[config.mk]
export PLATFORM = sky130hd
export DESIGN_NAME = cla_nibble_sequencer
export DESIGN_NICKNAME = d
export VERILOG_FILES = /design/src/rtl/cla_seq_pkg.sv /design/src/rtl/cla_nibble_sequencer.sv
export SDC_FILE = /design/constraint.sdc
export NUM_CORES = 1
export LEC_CHECK = 0
export BUFFER_PORTS_ARGS = -buffer_cell sky130_fd_sc_hd__buf_4
export CAP_MARGIN = 20
export CORE_ASPECT_RATIO = 1.2
export CORE_MARGIN = 2
export CORE_UTILIZATION = 45
export CTS_CLUSTER_DIAMETER = 80
export DETAILED_ROUTE_END_ITERATION = 8
export GPL_ROUTABILITY_DRIVEN = 1
export PLACE_DENSITY = 0.71
export SYNTH_ARGS = -nofsm -noshare
export SYNTH_HDL_FRONTEND = slang
export SYNTH_SLANG_ARGS = --single-unit
export TNS_END_PERCENT = 30
[constraint.sdc]
create_clock -name clk -period 1.34 [get_ports clk]
set_input_delay 0.134 -clock clk [delete_from_list [all_inputs] [get_ports clk]]
set_output_delay 0.134 -clock clk [all_outputs]
set_load 0.02 [all_outputs]
[src/rtl/cla_seq_pkg.sv]
// Shared definitions for the nibble-serial CLA add/subtract sequencer.
//   NIB_W     : width of one slice operand (one nibble)
//   state_e   : sequencer FSM states
//   nib_count : number of nibbles needed to cover an operand of a given width
package cla_seq_pkg;

  localparam int unsigned NIB_W = 4;

  typedef enum logic [1:0] {
    IDLE,
    ISSUE,
    WAIT,
    DONE
  } state_e;

  function automatic int unsigned nib_count(input int unsigned width);
    return width / NIB_W;
  endfunction

endpackage

[src/rtl/cla_nibble_sequencer.sv]
// Multi-cycle WIDTH-bit add/subtract built on one shared, pipelined 4-bit CLA slice.
// Operands are fed to the slice one nibble at a time, LSB first, with the slice carry-out
// chained into the next nibble's carry-in. The assembled result is returned over a
// valid/ready response port.
//
// Ports:
//   clk, reset                      clock (rising edge), asynchronous active-low reset
//   req_valid/req_ready             request handshake
//   req_a, req_b, req_cin, req_sub  operands, carry-in (add only), 1 = A - B
//   rsp_valid/rsp_ready             response handshake
//   rsp_sum, rsp_cout, rsp_ovf      result, MSB carry-out (1 = no borrow), signed overflow
//   cla_a, cla_b, cla_cin           operands driven to the external slice
//   cla_s, cla_cout                 slice results, valid CLA_LAT edges after operands
module cla_nibble_sequencer
  import cla_seq_pkg::*;
#(
  parameter int unsigned WIDTH   = 16,
  parameter int unsigned CLA_LAT = 1
) (
  input  logic             clk,
  input  logic             reset,
  input  logic             req_valid,
  output logic             req_ready,
  input  logic [WIDTH-1:0] req_a,
  input  logic [WIDTH-1:0] req_b,
  input  logic             req_cin,
  input  logic             req_sub,
  output logic             rsp_valid,
  input  logic             rsp_ready,
  output logic [WIDTH-1:0] rsp_sum,
  output logic             rsp_cout,
  output logic             rsp_ovf,
  output logic [3:0]       cla_a,
  output logic [3:0]       cla_b,
  output logic             cla_cin,
  input  logic [3:0]       cla_s,
  input  logic             cla_cout
);

  localparam int unsigned NumNib = nib_count(WIDTH);
  localparam int unsigned IdxW   = (NumNib > 1) ? $clog2(NumNib) : 1;
  localparam int unsigned LatW   = (CLA_LAT > 1) ? $clog2(CLA_LAT) : 1;

  localparam logic [IdxW-1:0] IdxLast = IdxW'(NumNib - 1);
  localparam logic [LatW-1:0] LatLast = LatW'(CLA_LAT - 1);

  if ((WIDTH % NIB_W) != 0 || WIDTH < NIB_W || CLA_LAT < 1) begin : g_param_check
    $error("cla_nibble_sequencer: WIDTH must be a multiple of 4 (>= 4) and CLA_LAT >= 1");
  end

  state_e           r_state;
  logic [WIDTH-1:0] r_a;        // remaining (not yet issued) nibbles of A
  logic [WIDTH-1:0] r_b;        // remaining nibbles of B_eff
  logic [WIDTH-1:0] r_acc;      // sum nibbles shift in from the top, LSB nibble first
  logic             r_a_msb;
  logic             r_b_msb;
  logic [IdxW-1:0]  r_idx;
  logic [LatW-1:0]  r_lat;

  logic             r_req_ready;
  logic             r_rsp_valid;
  logic [WIDTH-1:0] r_rsp_sum;
  logic             r_rsp_cout;
  logic             r_rsp_ovf;
  logic [3:0]       r_cla_a;
  logic [3:0]       r_cla_b;
  logic             r_cla_cin;

  logic [WIDTH-1:0] w_b_eff;
  logic [WIDTH-1:0] w_acc_next;
  logic             w_ovf;

  always_comb begin
    w_b_eff    = req_sub ? ~req_b : req_b;
    // After NumNib captures the first-captured nibble has shifted down to bit 0.
    w_acc_next = (r_acc >> NIB_W) | (WIDTH'(cla_s) << (WIDTH - NIB_W));
    w_ovf      = (r_a_msb == r_b_msb) && (w_acc_next[WIDTH-1] != r_a_msb);
  end

  always_ff @(posedge clk or negedge reset) begin
    if (!reset) begin
      r_state     <= IDLE;
      r_a         <= '0;
      r_b         <= '0;
      r_acc       <= '0;
      r_a_msb     <= 1'b0;
      r_b_msb     <= 1'b0;
      r_idx       <= '0;
      r_lat       <= '0;
      r_req_ready <= 1'b1;
      r_rsp_valid <= 1'b0;
      r_rsp_sum   <= '0;
      r_rsp_cout  <= 1'b0;
      r_rsp_ovf   <= 1'b0;
      r_cla_a     <= '0;
      r_cla_b     <= '0;
      r_cla_cin   <= 1'b0;
    end else begin
      unique case (r_state)
        IDLE: begin
          if (req_valid && r_req_ready) begin
            // Nibble 0 is presented to the slice straight from the request.
            r_cla_a     <= req_a[NIB_W-1:0];
            r_cla_b     <= w_b_eff[NIB_W-1:0];
            r_cla_cin   <= req_sub ? 1'b1 : req_cin;
            r_a         <= req_a >> NIB_W;
            r_b         <= w_b_eff >> NIB_W;
            r_a_msb     <= req_a[WIDTH-1];
            r_b_msb     <= w_b_eff[WIDTH-1];
            r_idx       <= '0;
            r_lat       <= '0;
            r_req_ready <= 1'b0;
            r_state     <= ISSUE;
          end
        end
        ISSUE: begin
          r_lat   <= '0;
          r_state <= WAIT;
        end
        WAIT: begin
          if (r_lat == LatLast) begin
            r_acc <= w_acc_next;
            if (r_idx == IdxLast) begin
              r_rsp_valid <= 1'b1;
              r_rsp_sum   <= w_acc_next;
              r_rsp_cout  <= cla_cout;
              r_rsp_ovf   <= w_ovf;
              r_cla_a     <= '0;
              r_cla_b     <= '0;
              r_cla_cin   <= 1'b0;
              r_state     <= DONE;
            end else begin
              r_idx     <= r_idx + IdxW'(1);
              r_cla_a   <= r_a[NIB_W-1:0];
              r_cla_b   <= r_b[NIB_W-1:0];
              r_cla_cin <= cla_cout;
              r_a       <= r_a >> NIB_W;
              r_b       <= r_b >> NIB_W;
              r_state   <= ISSUE;
            end
          end else begin
            r_lat <= r_lat + LatW'(1);
          end
        end
        DONE: begin
          if (rsp_ready) begin
            r_rsp_valid <= 1'b0;
            r_req_ready <= 1'b1;
            r_state     <= IDLE;
          end
        end
        default: r_state <= IDLE;
      endcase
    end
  end

  assign req_ready = r_req_ready;
  assign rsp_valid = r_rsp_valid;
  assign rsp_sum   = r_rsp_sum;
  assign rsp_cout  = r_rsp_cout;
  assign rsp_ovf   = r_rsp_ovf;
  assign cla_a     = r_cla_a;
  assign cla_b     = r_cla_b;
  assign cla_cin   = r_cla_cin;

endmodule

### Yosys cells after proc, flatten, opt, wreduce, memory -nomap -nowiden

Index checks and enable logic that the tools add are counted.

* register bits after elaboration: 84
* word-level logic and storage cells: 88

* add/sub/neg operators: 2
* eq/ne operators: 11
* mux-type cells: 40
* bitwise gates (word level): 3
* reduce and logical (&&, ||, !) cells: 16

Operators with widths (count)
* 16-bit two-way mux: 7
* 16-bit one-hot mux with 2 select lines: 2
* 4-bit two-way mux: 6
* 16-bit NOT: 1
* 12-bit by 16-bit OR with 16-bit output: 1
* 4-bit one-hot mux with 2 select lines: 2
* 2-bit two-way mux: 7
* 3-bit AND reduction: 4
* 1-bit two-way mux: 10
* 2-bit != test, second input constant: 5
* 2-bit one-hot mux with 4 select lines: 1
* 4-bit AND reduction: 2
* 2-bit equality test, second input constant: 3
* 1-bit one-hot mux with 2 select lines: 3
* 2-bit AND reduction: 3
* 2-bit nonzero test: 3
* 2-bit one-hot mux with 2 select lines: 1
* 1-bit one-hot mux with 3 select lines: 1
* 3-bit nonzero test: 1
* 2-bit by 1-bit adder with 2-bit output, second input constant: 1
* 2-bit by 1-bit equality test with 1-bit output, second input constant: 1
* 1-bit logical AND: 2
* 2-bit logical NOT: 1
* 1-bit adder, second input constant: 1
* other kinds (3): 3

### Longest topological paths before layout

* depth in word-level cells: 4
* gate-level depth with buffers: 6
* mapped depth without buffers: 4

### Worst setup path before layout

Ideal clock, no wire load.

* path kind: register to register
* start point: register r_req_ready (netlist: req_ready)
* end point: register r_a[10]
* setup time: 0.121 ns
* arrival time: 1.362 ns
* path slack: -0.143 ns
* stages on the path, launching flop included: 6
* buffers on the path: 2
* period minus slack after synthesis: 1.483 ns
* path through: dfstp_2 > and4bb_1 > buf_2 > nor2_4 > buf_4 > a22o_1

* word-level cells in the longest chain between the ends: 3

Ends and longest elaborated chain
* start: declaration: line cla_nibble_sequencer.sv:60 `logic r_req_ready;`
* start signal: assignment: line cla_nibble_sequencer.sv:90 `r_req_ready <= 1'b1;`
* start signal: assignment: line cla_nibble_sequencer.sv:112 `r_req_ready <= 1'b0;`
* start signal: assignment: line cla_nibble_sequencer.sv:148 `r_req_ready <= 1'b1;`
* 1-bit logical AND: line cla_nibble_sequencer.sv:101 `if (req_valid && r_req_ready) begin`
* 2-bit != test (no line)
* 4-bit AND reduction (no line)
* end signal: assignment: line cla_nibble_sequencer.sv:106 `r_a <= req_a >> NIB_W;`
* end signal: assignment: line cla_nibble_sequencer.sv:137 `r_a <= r_a >> NIB_W;`
* end: declaration: line cla_nibble_sequencer.sv:52 `logic [WIDTH-1:0] r_a;`

Every way passes these cells.
A chain may end at the register's enable or synchronous reset.

### Final worst setup path

* start point: register r_idx[0]
* end point: register r_b[10]

* word-level cells in the longest chain between the ends: 3

Ends and longest elaborated chain
* start: declaration: line cla_nibble_sequencer.sv:57 `logic [IdxW-1:0] r_idx;`
* start signal: assignment: line cla_nibble_sequencer.sv:133 `r_idx <= r_idx + IdxW'(1);`
* 2-bit equality test: line cla_nibble_sequencer.sv:123 `if (r_idx == IdxLast) begin`
* 2-bit != test (no line)
* 4-bit AND reduction (no line)
* end signal: assignment: line cla_nibble_sequencer.sv:107 `r_b <= w_b_eff >> NIB_W;`
* end signal: assignment: line cla_nibble_sequencer.sv:138 `r_b <= r_b >> NIB_W;`
* end: declaration: line cla_nibble_sequencer.sv:53 `logic [WIDTH-1:0] r_b;`

Every way passes these cells.

==> run_results.csv <==
group,metric,value,unit
power_and_ir_drop,pwr-share-seq,0.388,
sta,rsz0062_at_grt,"yes",
final_layout,area_delta_synth_final,43.1,%
power_and_ir_drop,switching_share,0.330,
detailed_routing,drc_errors,0,
global_routing,antenna_found_initial,0,
synthesis,ys_seq_area_frac,0.545,
power_and_ir_drop,pwr-share-clk,0.207,
clock_tree,root_buffer,"clkbuf_8",
global_routing,grt_usage,0.206,
synthesis,postSynthCellCount,252,
detailed_routing,vias,2361,
sta,finalCritPeriodShare,1.11,
final_layout,fin_nets,400,
sta,finalSetupViolations,53,
power_and_ir_drop,p_total,9.31,mW
global_routing,grt_pass1_vias,2503,
critical_path,end_kind,"flip-flop",
detailed_routing,ant_nets,0,
sta,setup_slack,-0.144,ns
global_routing,overflow,0,
detailed_routing,firstDrtPassIters,4,
detailed_routing,routedWlPerCell,16.7,um
sta,tightest_slew,0.309,ns
sta,fmax,0.674,GHz
clock_tree,tritoncts,"done",
floorplanning,coreArea,7150,um2
power_and_ir_drop,powerDensity,1990,nW/um2
final_layout,mostFrequentLayoutCells,"buf_4, dfrtp_1, mux2_2",
detailed_routing,drt_iter0_drc,54,
synthesis,postSynthAreaPerCell,12.9,um2
clock_tree,cts_buffers,9,
placed_design,place_hpwl,4740,um
final_layout,final_area,4670,um2
synthesis,syn_nets,297,
clock_tree,clockBufferDepth,2,
floorplanning,dieArea,7950,um2
clock_tree,htree_levels,3,
sta,relSlewSlack,0.794,
final_layout,layout.cells.non_filler,450,
critical_path,crit_fanout,8,
detailed_routing,drt-total-wl,7500,um
synthesis,synth_area,3260,um2
placed_design,placedInstanceArea,4010,um2
clock_tree,path_clk_slew,0.08,ns
final_layout,num_antenna_cells,0,
sta,hold_viol,0,
final_layout,drive_gt1_frac,0.531,
power_and_ir_drop,irDropWorstVdd,1.14,mV
synthesis,synthTopCellsByArea,"dfrtp_1, mux2_2, mux2i_1",
global_routing,grt_max_degree,26,
sta,period_minus_slack,1.48,ns
floorplanning,num_rows,34,
critical_path,critPathRequiredTime,1.59,ns
status,outcome,"finished, violations left",
power_and_ir_drop,pwr-share-comb,0.404,
critical_path,start_kind,"flip-flop",
critical_path,arrival,1.73,ns
sta,clock_skew,0.00878,ns
power_and_ir_drop,p_sw,3.08,mW
clock_tree,clock-sinks,71,
hold_path,hold_class,"in -> reg",
job,cap_violations,0,
critical_path,critical_path_class,"reg -> reg",
power_and_ir_drop,p_leak,2.38,nW
placed_design,place.gp.congestion,0.752,
floorplanning,dieHeight,97.2,um
synthesis,ys_seq_elements,71,
final_layout,layout_commonest_cell,"buf_4",
detailed_routing,via_per_inst,5.25,
synthesis,synth_top_area_frac,0.537,
floorplanning,start_util,0.456,
status,violations,"negative setup slack",
synthesis,ys_warn_count,0,
sta,drv_slew,0,
power_and_ir_drop,intPower,6.23,mW
floorplanning,io_pins,72,
global_routing,grt_pass1_wl,12300,um
floorplanning,die_w,81.7,um
synthesis,synth_largest_area_cell,"dfrtp_1",
placed_design,place_inst,417,
placed_design,dp_slack,-0.102,ns
placed_design,port_buffers,71,
clock_tree,clk_latency,0.35,ns
synthesis,yosysUniqueCellTypes,32,
[logic make-up after synthesis]
logic type / synth area share
simple gates: 0.0875
fa+ha+maj: 0.00767
xor+xnor: 0.0430
flops: 0.545
buf+inv: 0.0457
mux: 0.197
compound gates: 0.0741
[final timing paths]
path / startpoint / end / slack, ns / depth (start not counted)
worst max-delay path: r_idx[0]$_DFFE_PN0P_ / r_b[10]$_DFFE_PN0P_ / -0.14 / 6
worst min-delay path: cla_s[0] / r_acc[12]$_DFFE_PN0N_ / 0.03 / 2
worst max register to register: r_idx[0]$_DFFE_PN0P_ / r_b[10]$_DFFE_PN0P_ / -0.14 / 6
worst min register to register: r_a[8]$_DFFE_PN0P_ / r_a[8]$_DFFE_PN0P_ / 0.50 / 1
max in group asynchronous: reset / rsp_sum[14]$_DFFE_PN0P_ / 0.61 / 3
min in group asynchronous: reset / rsp_sum[11]$_DFFE_PN0P_ / 0.22 / 2
[critical path, cell delays in order, from the launching register on]
cell     delay, ns
dfrtp_1       0.41
buf_6         0.13
ha_4          0.18
nor3b_4       0.23
nor2_4        0.08
buf_12        0.14
a22o_1        0.20
[layout make-up]
class	instances	area, um2
multi-input cells	164	1540
well taps	90	113
repair buffers	107	1000
fillers	538	2480
clock inverters	5	81.3
clock buffers	11	141
flip-flops and latches	71	1780
inverters	2	7.51
[metrics by stage]
stage | util | hold slack (ns) | setup TNS [ns]
2_1_floorplan | - | -0.162 | -1.76
3_3_place_gp | 0.561 | 0.0490 | -2.71
3_5_place_dp | 0.561 | 0.0470 | -3.99
4_1_cts | 0.642 | 0.00644 | -4.47
5_1_grt | 0.653 | 0.0132 | -7.37
6_report | 0.653 | 0.0273 | -5.50
[registers in the layout, indices dropped and copies added (netlist names)]
| signal | count |
|---|---|
| r_acc | 12 |
| req_ready | 1 |
| cla_cin | 1 |
| r_a | 12 |
| r_b_msb | 1 |
| r_idx | 2 |
| cla_a | 4 |
| r_state | 2 |
| cla_b | 4 |
| r_b | 12 |
| rsp_ovf | 1 |
| rsp_sum | 16 |
| rsp_valid | 1 |
| r_a_msb | 1 |
| rsp_cout | 1 |
[metal layers]
| layer | global-route usage | wire length, um | vias to the layer above |
|---|---|---|---|
| li1 | - | - | 1101 |
| met1 | 0.243 | 3030 | 1193 |
| met2 | 0.352 | 3990 | 60 |
| met3 | 0.0586 | 361 | 7 |
| met4 | 0.0731 | 115 | 0 |
| met5 | 0 | 0 | - |
[synth_stat cells, drive strengths merged]
cell / number
xor2: 11
ha: 2
or3b: 1
nand3b: 1
nor2: 6
mux2i: 21
and3b: 1
buf: 17
a21oi: 5
o21ai: 19
a22o: 10
dfstp: 1
nand4bb: 1
mux2: 38
o22ai: 1
o31ai: 1
dfrtp: 70
nor3b: 1
inv: 2
xnor2: 5
and4bb: 1
nand3: 19
a21o: 2
nand2b: 7
nand2: 9
[power by group through the flow]
stage          Combinational [mW]  Clock, mW  Sequential [mW]
2_1_floorplan                1.46          0             3.97
3_3_place_gp                 3.00          0             3.57
3_5_place_dp                 3.09          0             3.62
4_1_cts                      3.62       1.96             3.57
5_1_grt                      4.07       2.06             3.73
6_report                     3.76       1.93             3.62
[repair_timing]
| action | CTS | global route |
|---|---|---|
| gates resized for setup | 35 | 28 |
| pin swaps | 22 | 6 |
| buffers inserted | 8 | 0 |
| endpoints found under the hold margin | 56 | 0 |
| setup endpoints to repair | 54 | 55 |
| hold buffers | 5 | 0 |
| cloned | 5 | 0 |
(Power assumes the default switching activity.)
